## src/rtl/ssd_pkg.sv

```systemverilog
// Purpose: shared character codes and seven-segment patterns for the scroller.
// Latency: n/a (constants only).
// Backpressure: n/a.
// Patterns are active-low, bit0 = segment a ... bit6 = segment g.
package ssd_pkg;

   localparam logic [2:0] CH_BLANK = 3'd0;
   localparam logic [2:0] CH_H     = 3'd1;
   localparam logic [2:0] CH_E     = 3'd2;
   localparam logic [2:0] CH_L     = 3'd3;
   localparam logic [2:0] CH_O     = 3'd4;
   localparam logic [2:0] CH_D     = 3'd5;
   localparam logic [2:0] CH_ONE   = 3'd6;
   localparam logic [2:0] CH_DASH  = 3'd7;

   localparam logic [6:0] SEG_BLANK = 7'h7F;
   localparam logic [6:0] SEG_H     = 7'h09;
   localparam logic [6:0] SEG_E     = 7'h06;
   localparam logic [6:0] SEG_L     = 7'h47;
   localparam logic [6:0] SEG_O     = 7'h40;
   localparam logic [6:0] SEG_D     = 7'h21;
   localparam logic [6:0] SEG_ONE   = 7'h79;
   localparam logic [6:0] SEG_DASH  = 7'h3F;

   localparam logic [6:0] SSD_BLANK = 7'h7F;

endpackage

```

## src/rtl/scroll_display_ctrl_char_to_ssd.sv

```systemverilog
// Purpose: decode a 3-bit character code to an active-low 7-segment pattern.
// Latency: combinational (0 cycles); the parent registers the result.
// Backpressure: none.
// Ports: i_code = character code, o_seg = segments g..a (active-low).
module char_to_ssd
   import ssd_pkg::*;
(
   input  logic [2:0] i_code,
   output logic [6:0] o_seg
);

   always_comb begin
      o_seg = SSD_BLANK;
      case (i_code)
         CH_BLANK: o_seg = SEG_BLANK;
         CH_H:     o_seg = SEG_H;
         CH_E:     o_seg = SEG_E;
         CH_L:     o_seg = SEG_L;
         CH_O:     o_seg = SEG_O;
         CH_D:     o_seg = SEG_D;
         CH_ONE:   o_seg = SEG_ONE;
         CH_DASH:  o_seg = SEG_DASH;
         default:  o_seg = SSD_BLANK;
      endcase
   end

endmodule

```

## src/rtl/scroll_display_ctrl.sv

```systemverilog
// Purpose: ring-buffer message scroller driving a 4-digit 7-segment window.
// Latency: advance/write take effect at the edge; HEX follows one edge later.
// Backpressure: none; every in-range write is accepted and acked next cycle.
// Ports: CLOCK_50/Resetn clock and async reset; run/step scroll control;
//        wr_en/wr_addr/wr_data buffer write with wr_ack; tick/pos status;
//        HEX3..HEX0 registered active-low segments (HEX3 = head character).
module scroll_display_ctrl
   import ssd_pkg::*;
#(
   parameter  int TICK_DIV = 50_000_000,
   parameter  int MSG_LEN  = 8,
   localparam int AW       = $clog2(MSG_LEN)
) (
   input  logic          CLOCK_50,
   input  logic          Resetn,
   input  logic          run,
   input  logic          step,
   input  logic          wr_en,
   input  logic [AW-1:0] wr_addr,
   input  logic [2:0]    wr_data,
   output logic          wr_ack,
   output logic          tick,
   output logic [AW-1:0] pos,
   output logic [6:0]    HEX3,
   output logic [6:0]    HEX2,
   output logic [6:0]    HEX1,
   output logic [6:0]    HEX0
);

   localparam int          PW    = $clog2(TICK_DIV);
   localparam logic [AW:0] LEN_W = (AW+1)'(MSG_LEN);

   logic [PW-1:0] r_presc;
   logic [AW-1:0] r_pos;
   logic [2:0]    r_buf [MSG_LEN];
   logic          r_tick;
   logic          r_ack;
   logic [6:0]    r_hex [4];

   logic          w_adv;
   logic          w_wr_ok;
   logic          w_presc_end;
   logic [6:0]    w_seg [4];

   // Sum is at most (MSG_LEN-1)+3, so one conditional subtract is a full mod.
   function automatic logic [AW-1:0] f_wrap(input logic [AW:0] i_sum);
      if (i_sum >= LEN_W)
         return AW'(i_sum - LEN_W);
      return i_sum[AW-1:0];
   endfunction

   assign w_presc_end = (r_presc == PW'(TICK_DIV - 1));
   // Step pulses only count while paused; while running the prescaler rules.
   assign w_adv       = run ? w_presc_end : step;
   // Non-power-of-two buffers leave a hole in the address space; drop those.
   assign w_wr_ok     = wr_en && ({1'b0, wr_addr} < LEN_W);

   always_ff @(posedge CLOCK_50 or negedge Resetn) begin
      if (!Resetn) begin
         r_presc <= '0;
         r_pos   <= '0;
         r_tick  <= 1'b0;
         r_ack   <= 1'b0;
         for (int i = 0; i < MSG_LEN; i++)
            r_buf[i] <= CH_BLANK;
      end else begin
         // Held at zero while paused so resuming always waits a full period.
         if (!run || w_presc_end)
            r_presc <= '0;
         else
            r_presc <= r_presc + PW'(1);

         if (w_adv)
            r_pos <= (r_pos == AW'(MSG_LEN - 1)) ? '0 : r_pos + AW'(1);

         if (w_wr_ok)
            r_buf[wr_addr] <= wr_data;

         r_tick <= w_adv;
         r_ack  <= w_wr_ok;
      end
   end

   for (genvar gi = 0; gi < 4; gi++) begin : g_dig
      logic [AW-1:0] w_idx;
      assign w_idx = f_wrap({1'b0, r_pos} + (AW+1)'(gi));
      char_to_ssd u_dec (
         .i_code (r_buf[w_idx]),
         .o_seg  (w_seg[gi])
      );
   end

   // Window is sampled from the registered buffer/head, so a write or advance
   // at one edge shows on the pins at the next.
   always_ff @(posedge CLOCK_50 or negedge Resetn) begin
      if (!Resetn) begin
         for (int i = 0; i < 4; i++)
            r_hex[i] <= SSD_BLANK;
      end else begin
         for (int i = 0; i < 4; i++)
            r_hex[i] <= w_seg[i];
      end
   end

   assign pos    = r_pos;
   assign tick   = r_tick;
   assign wr_ack = r_ack;
   assign HEX3   = r_hex[0];
   assign HEX2   = r_hex[1];
   assign HEX1   = r_hex[2];
   assign HEX0   = r_hex[3];

endmodule

```

## config.mk

```make
export PLATFORM = sky130hd
export DESIGN_NAME = scroll_display_ctrl
export DESIGN_NICKNAME = d
export VERILOG_FILES = /design/src/rtl/ssd_pkg.sv /design/src/rtl/scroll_display_ctrl_char_to_ssd.sv /design/src/rtl/scroll_display_ctrl.sv
export SDC_FILE = /design/constraint.sdc
export NUM_CORES = 1
export LEC_CHECK = 0
export ABC_CLOCK_PERIOD_IN_PS = 3500
export CAP_MARGIN = 5
export CORE_MARGIN = 2
export CORE_UTILIZATION = 40
export CTS_CLUSTER_DIAMETER = 120
export DETAILED_ROUTE_END_ITERATION = 10
export PLACE_DENSITY_LB_ADDON = 0.2
export SYNTH_ARGS = -nofsm -noshare
export SYNTH_HDL_FRONTEND = slang
export SYNTH_SLANG_ARGS = --single-unit
```

## constraint.sdc

```tcl
create_clock -name CLOCK_50 -period 3.5 [get_ports CLOCK_50]
set_clock_uncertainty 0.05 [all_clocks]
set_input_delay 0.525 -clock CLOCK_50 [delete_from_list [all_inputs] [get_ports CLOCK_50]]
set_output_delay 0.525 -clock CLOCK_50 [all_outputs]
set_load 0.05 [all_outputs]
```

---- After elaboration in Yosys (flattened, before gate mapping) ----
Memory sizes are Yosys's and may differ from the RTL's. A register that Yosys moved wholly into a read port is not among the register bits.
Cells that the tools add are included.
storage, ports and cells
  bits in read-only memories .............. 224
  RAM bits ................................ 0
  register bits ........................... 55
  bits of input ports ..................... 11
  word-level logic and storage cells ...... 79
  latch bits .............................. 0
  output and inout bits ................... 33
  memories kept ........................... 4
memories
  name              words  bits a word  rd ports  clocked after memory_dff  wr ports  RTL line                               source
  (name not given)  8      7            1         1                         0         scroll_display_ctrl_char_to_ssd.sv:14  case (i_code)
  (name not given)  8      7            1         1                         0         scroll_display_ctrl_char_to_ssd.sv:14
  (name not given)  8      7            1         1                         0         scroll_display_ctrl_char_to_ssd.sv:14
  (name not given)  8      7            1         1                         0         scroll_display_ctrl_char_to_ssd.sv:14
operators by class
  muxes and demuxes ....................... 30
  bitwise operators ....................... 5
  divide/modulo/power cells ............... 0
  reductions and logical operators ........ 7
  equal/unequal tests ..................... 2
  multipliers ............................. 0
  order comparisons ....................... 10
  shift operators ......................... 0
  add/subtract/negate cells ............... 9
operator list
  kind                     count
  $mux W3                  18
  $bmux W3 S3              4
  $ge A4 B4 Y1 const B     8
  $add A26 B1 Y26 const B  1
  $eq A26 B26 Y1 const B   1
  $mux W26                 1
  $bwmux W24               1
  $not A3 Y4               5
  $sub A3 B1 Y3 const B    4
  $demux W3 S3             1
  $add A3 B2 Y4 const B    2
  $logic_not A1 Y1         5
  $mux W1                  5
  $add A3 B1 Y4 const B    1
  $ge A3 B4 Y1 const B     1
  $lt A4 B1 Y1 const B     1
  $add A3 B1 Y3 const B    1
  $eq A3 B3 Y1 const B     1
  $logic_and A1 B1 Y1      1
  $logic_or A1 B1 Y1       1

---- Logic depth before layout (Yosys ltp) ----
Gate-level depths: netlist of run 1.
  word-level depth ........................ 8
  depth in mapped cells ................... 10
  depth with buffers taken out ............ 8

---- Cells and area by module ----
A second synthesis of run 1 with hierarchy kept.
second synthesis, totals
  cell total of the unflattened synthesis .. 349
  area, all modules ....................... 4409.2 um^2
by module, submodules not included
  module               seq. area each (um^2)  area an instance (um^2)  times used  cells an instance
  scroll_display_ctrl  2112.0                 3863.7                   1           285
  char_to_ssd          0.0                    136.4                    4           16

---- Least setup slack after synthesis of run 1 ----
OpenSTA, ideal clock, no wires.
  kind .................................... register to register
  from .................................... reg r_pos[1] (netlist: pos[1])
  to ...................................... reg r_hex, in the netlist HEX0[6]
  slack ................................... 448 ps
  period minus slack after synthesis ...... 3052 ps
  library setup time ...................... 75 ps
  path buffers ............................ 0
  stages on the path, launching flop included .. 8
  required time ........................... 3375 ps
  arrival time ............................ 2927 ps
  cells stage by stage .................... dfrtp_1 > clkinv_1 > ha_1 > xor2_1 > mux4_2 > inv_1 > ha_1 > mux2i_1
on the way
  cells in the longest elaborated chain, start to end .. 8
  elaborated cells on any way between the ends .. 10
  those cells by class .................... 2 x add/sub; 1 x order compare; 6 x mux; 1 x bitwise
RTL lines
  what                                                  RTL line                                              source
  from (decl)                                           scroll_display_ctrl.sv:34                             logic [AW-1:0] r_pos;
  from (signal assigned)                                scroll_display_ctrl.sv:74                             r_pos <= (r_pos == AW'(MSG_LEN - 1)) ? '0 : r_pos + AW'(1);
  $add A3 B2 Y4 *                                       scroll_display_ctrl.sv:86                             assign w_idx = f_wrap({1'b0, r_pos} + (AW+1)'(gi));
  $ge A4 B4 Y1 / $sub A3 B1 Y3 (equally long branches)  scroll_display_ctrl.sv:47, scroll_display_ctrl.sv:48
  $mux W1 / $mux W3 (equally long branches)             scroll_display_ctrl.sv:47                             if (i_sum >= LEN_W)
  $mux W3 *                                             scroll_display_ctrl.sv:49                             return i_sum[AW-1:0];
  $not A3 Y4 (not written as such) *                    scroll_display_ctrl.sv:88                             .i_code (r_buf[w_idx]),
  $bmux W3 S3 *                                         scroll_display_ctrl.sv:88
  $mux W3 (not written as such) * (2 in a row)          scroll_display_ctrl.sv:88
  to (decl)                                             scroll_display_ctrl.sv:38                             logic [6:0] r_hex [4];
Mark *: on every way between the ends. The rest lies on a longest branch, timed or not. The select of a mux whose other input is x is not followed.
A chain may end at the register's enable or synchronous reset.

---- Worst setup path after layout of run 1 ----
Same ends and word-level chain as after synthesis.

==> results of run 1 <==
-- layout by cell type (no fill, tap or decap), types with 2 or more instances in the layout --
| cell type | n |
|---|---|
| a21oi_1 | 17 |
| and2_1 | 3 |
| and3_1 | 6 |
| and4_1 | 3 |
| buf_4 | 3 |
| bufinv_16 | 3 |
| clkbuf_1 | 3 |
| clkbuf_8 | 10 |
| clkdlybuf4s50_1 | 42 |
| dfrtp_1 | 55 |
| dfstp_2 | 24 |
| ha_1 | 25 |
| inv_1 | 11 |
| inv_2 | 2 |
| mux2_2 | 31 |
| mux2_4 | 2 |
| mux2i_1 | 21 |
| mux2i_4 | 4 |
| mux4_1 | 2 |
| mux4_2 | 11 |
| nand2_1 | 17 |
| nand2b_1 | 3 |
| nand3_1 | 10 |
| nand4_1 | 8 |
| nand4b_1 | 3 |
| nor2_1 | 20 |
| nor3_1 | 2 |
| nor3b_1 | 2 |
| o21ai_0 | 12 |
| o31ai_1 | 5 |
| or3_1 | 7 |
| or4_1 | 5 |
| xnor2_1 | 7 |
| xor2_1 | 10 |
-- Yosys cell counts (all sizes together) --
cell     n  share of area [%]
a21oi   17                2.0
nor3b    2               0.35
mux4    13                6.9
nand4b   3               0.61
clkbuf   2               0.17
nand3   10                1.2
nand2b   3               0.43
mux2    34                9.0
o31a     1               0.20
xor2    10                2.0
nand4    8                1.2
clkinv   1              0.087
xnor2    7                1.4
nor2    20                1.7
dfrtp   55                 32
nor3     2               0.23
mux2i   25                6.9
and3     6               0.87
dfstp   24                 15
and4     3               0.61
inv     13                1.1
nor4     1               0.14
or4      5               0.87
nand2   17                1.5
nor4bb   1               0.23
o31ai    6                1.2
ha      25                7.2
or3      7                1.0
o21ai   12                1.4
buf     15                2.6
and2     3               0.43
-- path summary, 6_finish.rpt --
check	start	endpoint	slack, ns	cells after the start
worst max-delay path	pos[1]	HEX0[6]	0.70	7
worst min-delay path	Resetn	r_presc[4]	0.28	1
min in group CLOCK_50	r_presc[0]	r_presc[0]	0.47	1
worst max register to register	pos[1]	HEX0[6]	0.70	7
max in group asynchronous	Resetn	pos[0]	2.49	1
worst min register to register	r_presc[0]	r_presc[0]	0.47	1
-- worst reg2reg max path, stage by stage, from the launching register on --
cell and delay, ns:
dfrtp_1 0.53, clkinv_1 0.36, ha_1 0.31, xor2_1 0.35, mux4_2 0.61, inv_1 0.12, ha_1 0.24, mux2i_1 0.14
-- state kept, by name, summed over array words and instances, names as in the netlist, 3 cells and up --
| signal | cells |
|---|---|
| r_buf | 24 |
| HEX3 | 6 |
| HEX1 | 6 |
| HEX2 | 6 |
| r_presc | 26 |
| pos | 3 |
| HEX0 | 6 |
-- cell type report --
| cell class | instances | area, µm² | share of cell area (%) |
|---|---|---|---|
| inverters | 14 | 52.55 | 1.039 |
| clock buffers | 13 | 148.9 | 2.944 |
| multi-input cells | 241 | 2146 | 42.43 |
| clock inverters | 3 | 90.09 | 1.781 |
| flip-flops and latches | 79 | 2007 | 39.68 |
| repair buffers | 45 | 442.9 | 8.758 |
| well taps | 136 | 170.2 | 3.365 |
-- cell families (layout without fill, tap and decap cells) --
kind of cell               Yosys count  count (layout)  share of synthesized area [%]
xor gates and xnor gates            17              17                          3.442
adders and majority gates           25              25                          7.232
DFF                                 79              79                          46.40
AOI/OAI and AO/OA                   36              36                          4.715
buffers and inverters               31              75                          3.992
and+or+nand+nor                     91              91                          11.31
muxes                               72              72                          22.91
-- metrics by stage --
stage / worst slack [ns] / utilization (%) / cell area [µm²] / hold slack, ns / power (mW)
3_5_place_dp: 0.6882 / 46.26 / 4818 / 0.4612 / 4.529
3_3_place_gp: 0.7985 / 46.26 / 4818 / 0.4564 / 4.468
5_1_grt: 0.4808 / 48.55 / 5057 / 0.3678 / 5.713
2_1_floorplan: 0.4479 / - / 4325 / 0.1794 / 3.919
6_report: 0.7040 / 48.55 / 5057 / 0.2840 / 5.286
4_1_cts: 0.6644 / 48.55 / 5057 / 0.3227 / 5.349
-- metal layers --
layer | vias up | track usage (%)
li1 | 1343 | -
met1 | 1346 | 22.26
met2 | 44 | 21.16
met3 | 13 | 2.773
met4 | 0 | 6.227
met5 | - | 0
-- power by group through the flow --
stage / Sequential (mW) / Clock (mW) / Combinational (mW)
6_report: 1.45 / 0.804 / 3.04
5_1_grt: 1.48 / 0.870 / 3.36
4_1_cts: 1.45 / 0.827 / 3.07
3_5_place_dp: 1.47 / 0 / 3.06
3_3_place_gp: 1.46 / 0 / 3.01
2_1_floorplan: 1.99 / 0 / 1.93
==> flow_summary.toml, run 1 <==
[drt]
drtIter0Drc = 125
drc = 0
drt_first_pass_iters = 4
drt-total-wl_um = 7877
wl_met3_um = 236
wl_per_cell_um = 14.83
via_per_inst = 5.171
wl_met1_um = 4138
drtAntennaViolNets = 0
vias = 2746
dr_wl_met2_um = 3357
top_layer_used = "met4"

[power]
ir_worst_vdd_mv = 0.6841
p_sw_mw = 2.227
pwr-share-clk_pct = 15.2
intPower_mw = 3.059
sw_frac_of_total_pct = 42.13
combPwrFrac_pct = 57.5
seqPwrFrac_pct = 27.3
power_density_nw_per_um2 = 1045
power_leakage_nw = 2.131

[global_route]
grt_pass1_wl_um = 13400
grt_pass1_vias = 2670
antenna_found_initial = 0
track_usage_pct = 14.89
grt_start_max_net_pins = 80
grt-ovfl-total = 0

[worst_setup_path]
path_cells = "clkinv_1, ha_1, xor2_1, mux4_2, inv_1, ha_1, mux2i_1"
cp_max_fo = 8
worstSetupEndpointType = "flop"
crit_buf_inv = 2
arrival_ns = 3.01
crit_type = "reg2reg"
cp_common_cell = "ha_1"
worstPathRequired_ns = 3.72
slowest_stage = "mux4_2"
slowest_delay_ns = 0.61
critPathTopFamily = "multiplexers"
cp-start-kind = "flop"

[yosys]
yosys_warnings = 0
synth-seq-cells = 79
syn_nets = 387
synthCells = 351
ys_seq_area_share_pct = 46.40
synth_area_per_cell_um2 = 12.32
synth_cell_types = 40
syn-cell-area_um2 = 4325

[layout]
diodes = 0
finalNonFillerCells = 531
nets = 426
areaGrowthSynthToFinish_pct = 16.92
drive_above_1_share_pct = 23.04
fill_cells = 933

[sta]
rsz0062_at_grt = "no"
slew_viol_final = 0
fin_crit_sh_pct = 79.89
setup_violations = 0
fin_crit_ns = 2.796
worst_pin_slew_ns = 0.9776
slew_headroom_pct = 34.82
fmax_mhz = 357.7
hold_viol_final = 0
finalSetupTns_ns = 0

[clock_tree]
clk_latency_ns = 0.35
post_cts_buffers = 0
clkSlewWorstSetupHoldPaths_ns = 0.07
cts_tree = "yes"
cts_hold_buf = 0
clock_path_buffers = 2
cts_resized = 0
cts_root_buf = "clkbuf_8"
clock_sinks = 79
cts_buffers = 9
htreeDepth = 3

[hold_path]
min_path_type = "in2async"

[floorplanning]
die_w_um = 108.0
die_height_um = 108.0
pin_count = 44
coreArea_um2 = 10420
initial_core_util_pct = 41.53
num_rows = 37
dieArea_um2 = 11660

[job]
cap_viol_max_count = 0

[place]
place_congestion = 0.8026
port_buffers = 43
dpl.cell_count = 515
hpwl_um = 5707

[status]
status = "complete, no violations"
Note: power is estimated with default switching activity, not from simulation.
==> run 2: changes to the inputs <==
ABC_CLOCK_PERIOD_IN_PS = 2300   (was 3500)
clock period = 2.3 ns   (was 3.5 ns; I/O delays follow)
==> flow_summary.toml, run 2 (synthesis gave the netlist of run 1 again) <==
[status]
status = "complete, no violations"

[worst_setup_path]
crit_buf_inv = 1
critPathTopFamily = "adder cells"
worstSetupEndpointType = "flop"
cp_common_cell = "ha_1"
cp_max_fo = 4
path_cells = "ha_1, ha_4, mux4_2, inv_1, ha_1, mux2i_1"
slowest_delay_ns = 0.52
arrival_ns = 2.44
slowest_stage = "mux4_2"
crit_type = "reg2reg"
cp-start-kind = "flop"
worstPathRequired_ns = 2.53

[sta]
slew_headroom_pct = 65.75
hold_viol_final = 0
fin_crit_ns = 2.208
slew_viol_final = 0
hold_ws_ns = 0.4329
setup_violations = 0
fin_crit_sh_pct = 95.99
worst_pin_slew_ns = 0.5099
finalSetupTns_ns = 0
fmax_mhz = 452.9

[clock_tree]
cts_buffers = 9
clk_latency_ns = 0.36
cts_root_buf = "clkbuf_8"
htreeDepth = 3
clock_sinks = 79
clock_path_buffers = 2
cts_tree = "yes"
clkSlewWorstSetupHoldPaths_ns = 0.08

[layout]
largest_reg_flops = 26
areaGrowthSynthToFinish_pct = 20.45
finalNonFillerCells = 544
final_cell_mix = "53 x dfrtp_1, 40 x clkdlybuf4s50_1, 31 x mux2_2"
diodes = 0
fill_cells = 934
nets = 440
final_common_cell = "dfrtp_1"
final_area_um2 = 5210
drive_above_1_share_pct = 28.19
regMostFlops = "r_presc"
largest_registers = "r_presc x26, r_buf x24"

[place]
placed_area_um2 = 4969
hpwl_um = 6079
place_congestion = 0.7770
dpl.cell_count = 527
port_buffers = 43

[power]
power_density_nw_per_um2 = 1578
power_leakage_nw = 2.203
ir_worst_vdd_mv = 0.9464

[floorplanning]
die_height_um = 108.0
pin_count = 44
die_w_um = 108.0
initial_core_util_pct = 41.53
dieArea_um2 = 11660
coreArea_um2 = 10420
num_rows = 37

[drt]
drt_first_pass_iters = 4
drtIter0Drc = 112
wl_per_cell_um = 15.14
top_layer_used = "met4"
dr_wl_met2_um = 3610
drtAntennaViolNets = 0
drt-total-wl_um = 8236
wl_met3_um = 280
vias = 2832
wl_met1_um = 4172
via_per_inst = 5.206
drc = 0

[global_route]
grt_pass1_vias = 2708
grt_pass1_wl_um = 13780
grt_start_max_net_pins = 42
track_usage_pct = 15.60
antenna_found_initial = 0
grt-ovfl-total = 0

[hold_path]
min_path_type = "in2async"

[job]
cap_viol_max_count = 0
==> run 2: cell types whose count changed in the layout (fill, tap and decap cells not counted), sizes merged <==
cell / before / now
buf: 3 / 18
clkdlybuf4s50: 42 / 40
clkbuf: 13 / 11
clkinv: 1 / 3
dlygate4sd3: 0 / 1
bufinv: 3 / 2
==> run 2: layout make-up <==
| class | instances | area [µm²] | area share, % |
|---|---|---|---|
| Sequential cell | 79 | 2012 | 38.62 |
| Clock inverter | 4 | 70.07 | 1.345 |
| Tap cell | 136 | 170.2 | 3.266 |
| Multi-Input combinational cell | 241 | 2190 | 42.03 |
| Clock buffer | 11 | 141.4 | 2.714 |
| Inverter | 14 | 56.30 | 1.081 |
| Timing Repair Buffer | 59 | 570.5 | 10.95 |
==> run 2: power by group <==
group | switching [mW] | total (mW) | leakage (nW) | internal (mW)
registers | 0.206 | 2.17 | 0.959 | 1.97
clock network | 0.486 | 1.12 | 0.109 | 0.631
logic | 2.79 | 4.93 | 1.13 | 2.14
==> run 2: path summary, 6_finish.rpt <==
path | startpoint | endpoint | slack [ns] | cells past startpoint
min in group CLOCK_50 | r_presc[0] | r_presc[0] | 0.49 | 1
worst max-delay path | pos[1] | HEX2[6] | 0.09 | 6
worst min-delay path | Resetn | r_presc[17] | 0.43 | 2
max in group asynchronous | Resetn | r_buf[18] | 1.19 | 3
worst min register to register | r_presc[0] | r_presc[0] | 0.49 | 1
worst max register to register | pos[1] | HEX2[6] | 0.09 | 6
==> run 2: layer usage <==
metal / track usage, % / vias to the layer above
met1: 22.97 / 1407
met3: 3.436 / 10
met4: 7.143 / 0
met5: 0 / -
met2: 21.92 / 46
li1: - / 1369
==> run 2: per-stage QoR <==
stage / worst slack, ns / utilization (%) / total power, mW
detailed placement: -0.01080 / 47.70 / 7.107
global route: -0.008556 / 50.02 / 8.818
global placement: 0.07773 / 47.70 / 7.003
CTS: 0.03493 / 49.92 / 8.286
finish: 0.09216 / 50.02 / 8.219
floorplan: -0.04664 / - / 6.073
==> run 2: timing repair <==
item,in CTS,in global routing
pin swaps,0,0
setup buffers,1,0
gates resized for setup,1,1
hold buffers,1,0
setup endpoints to repair,1,3
hold endpoints to repair,14,0
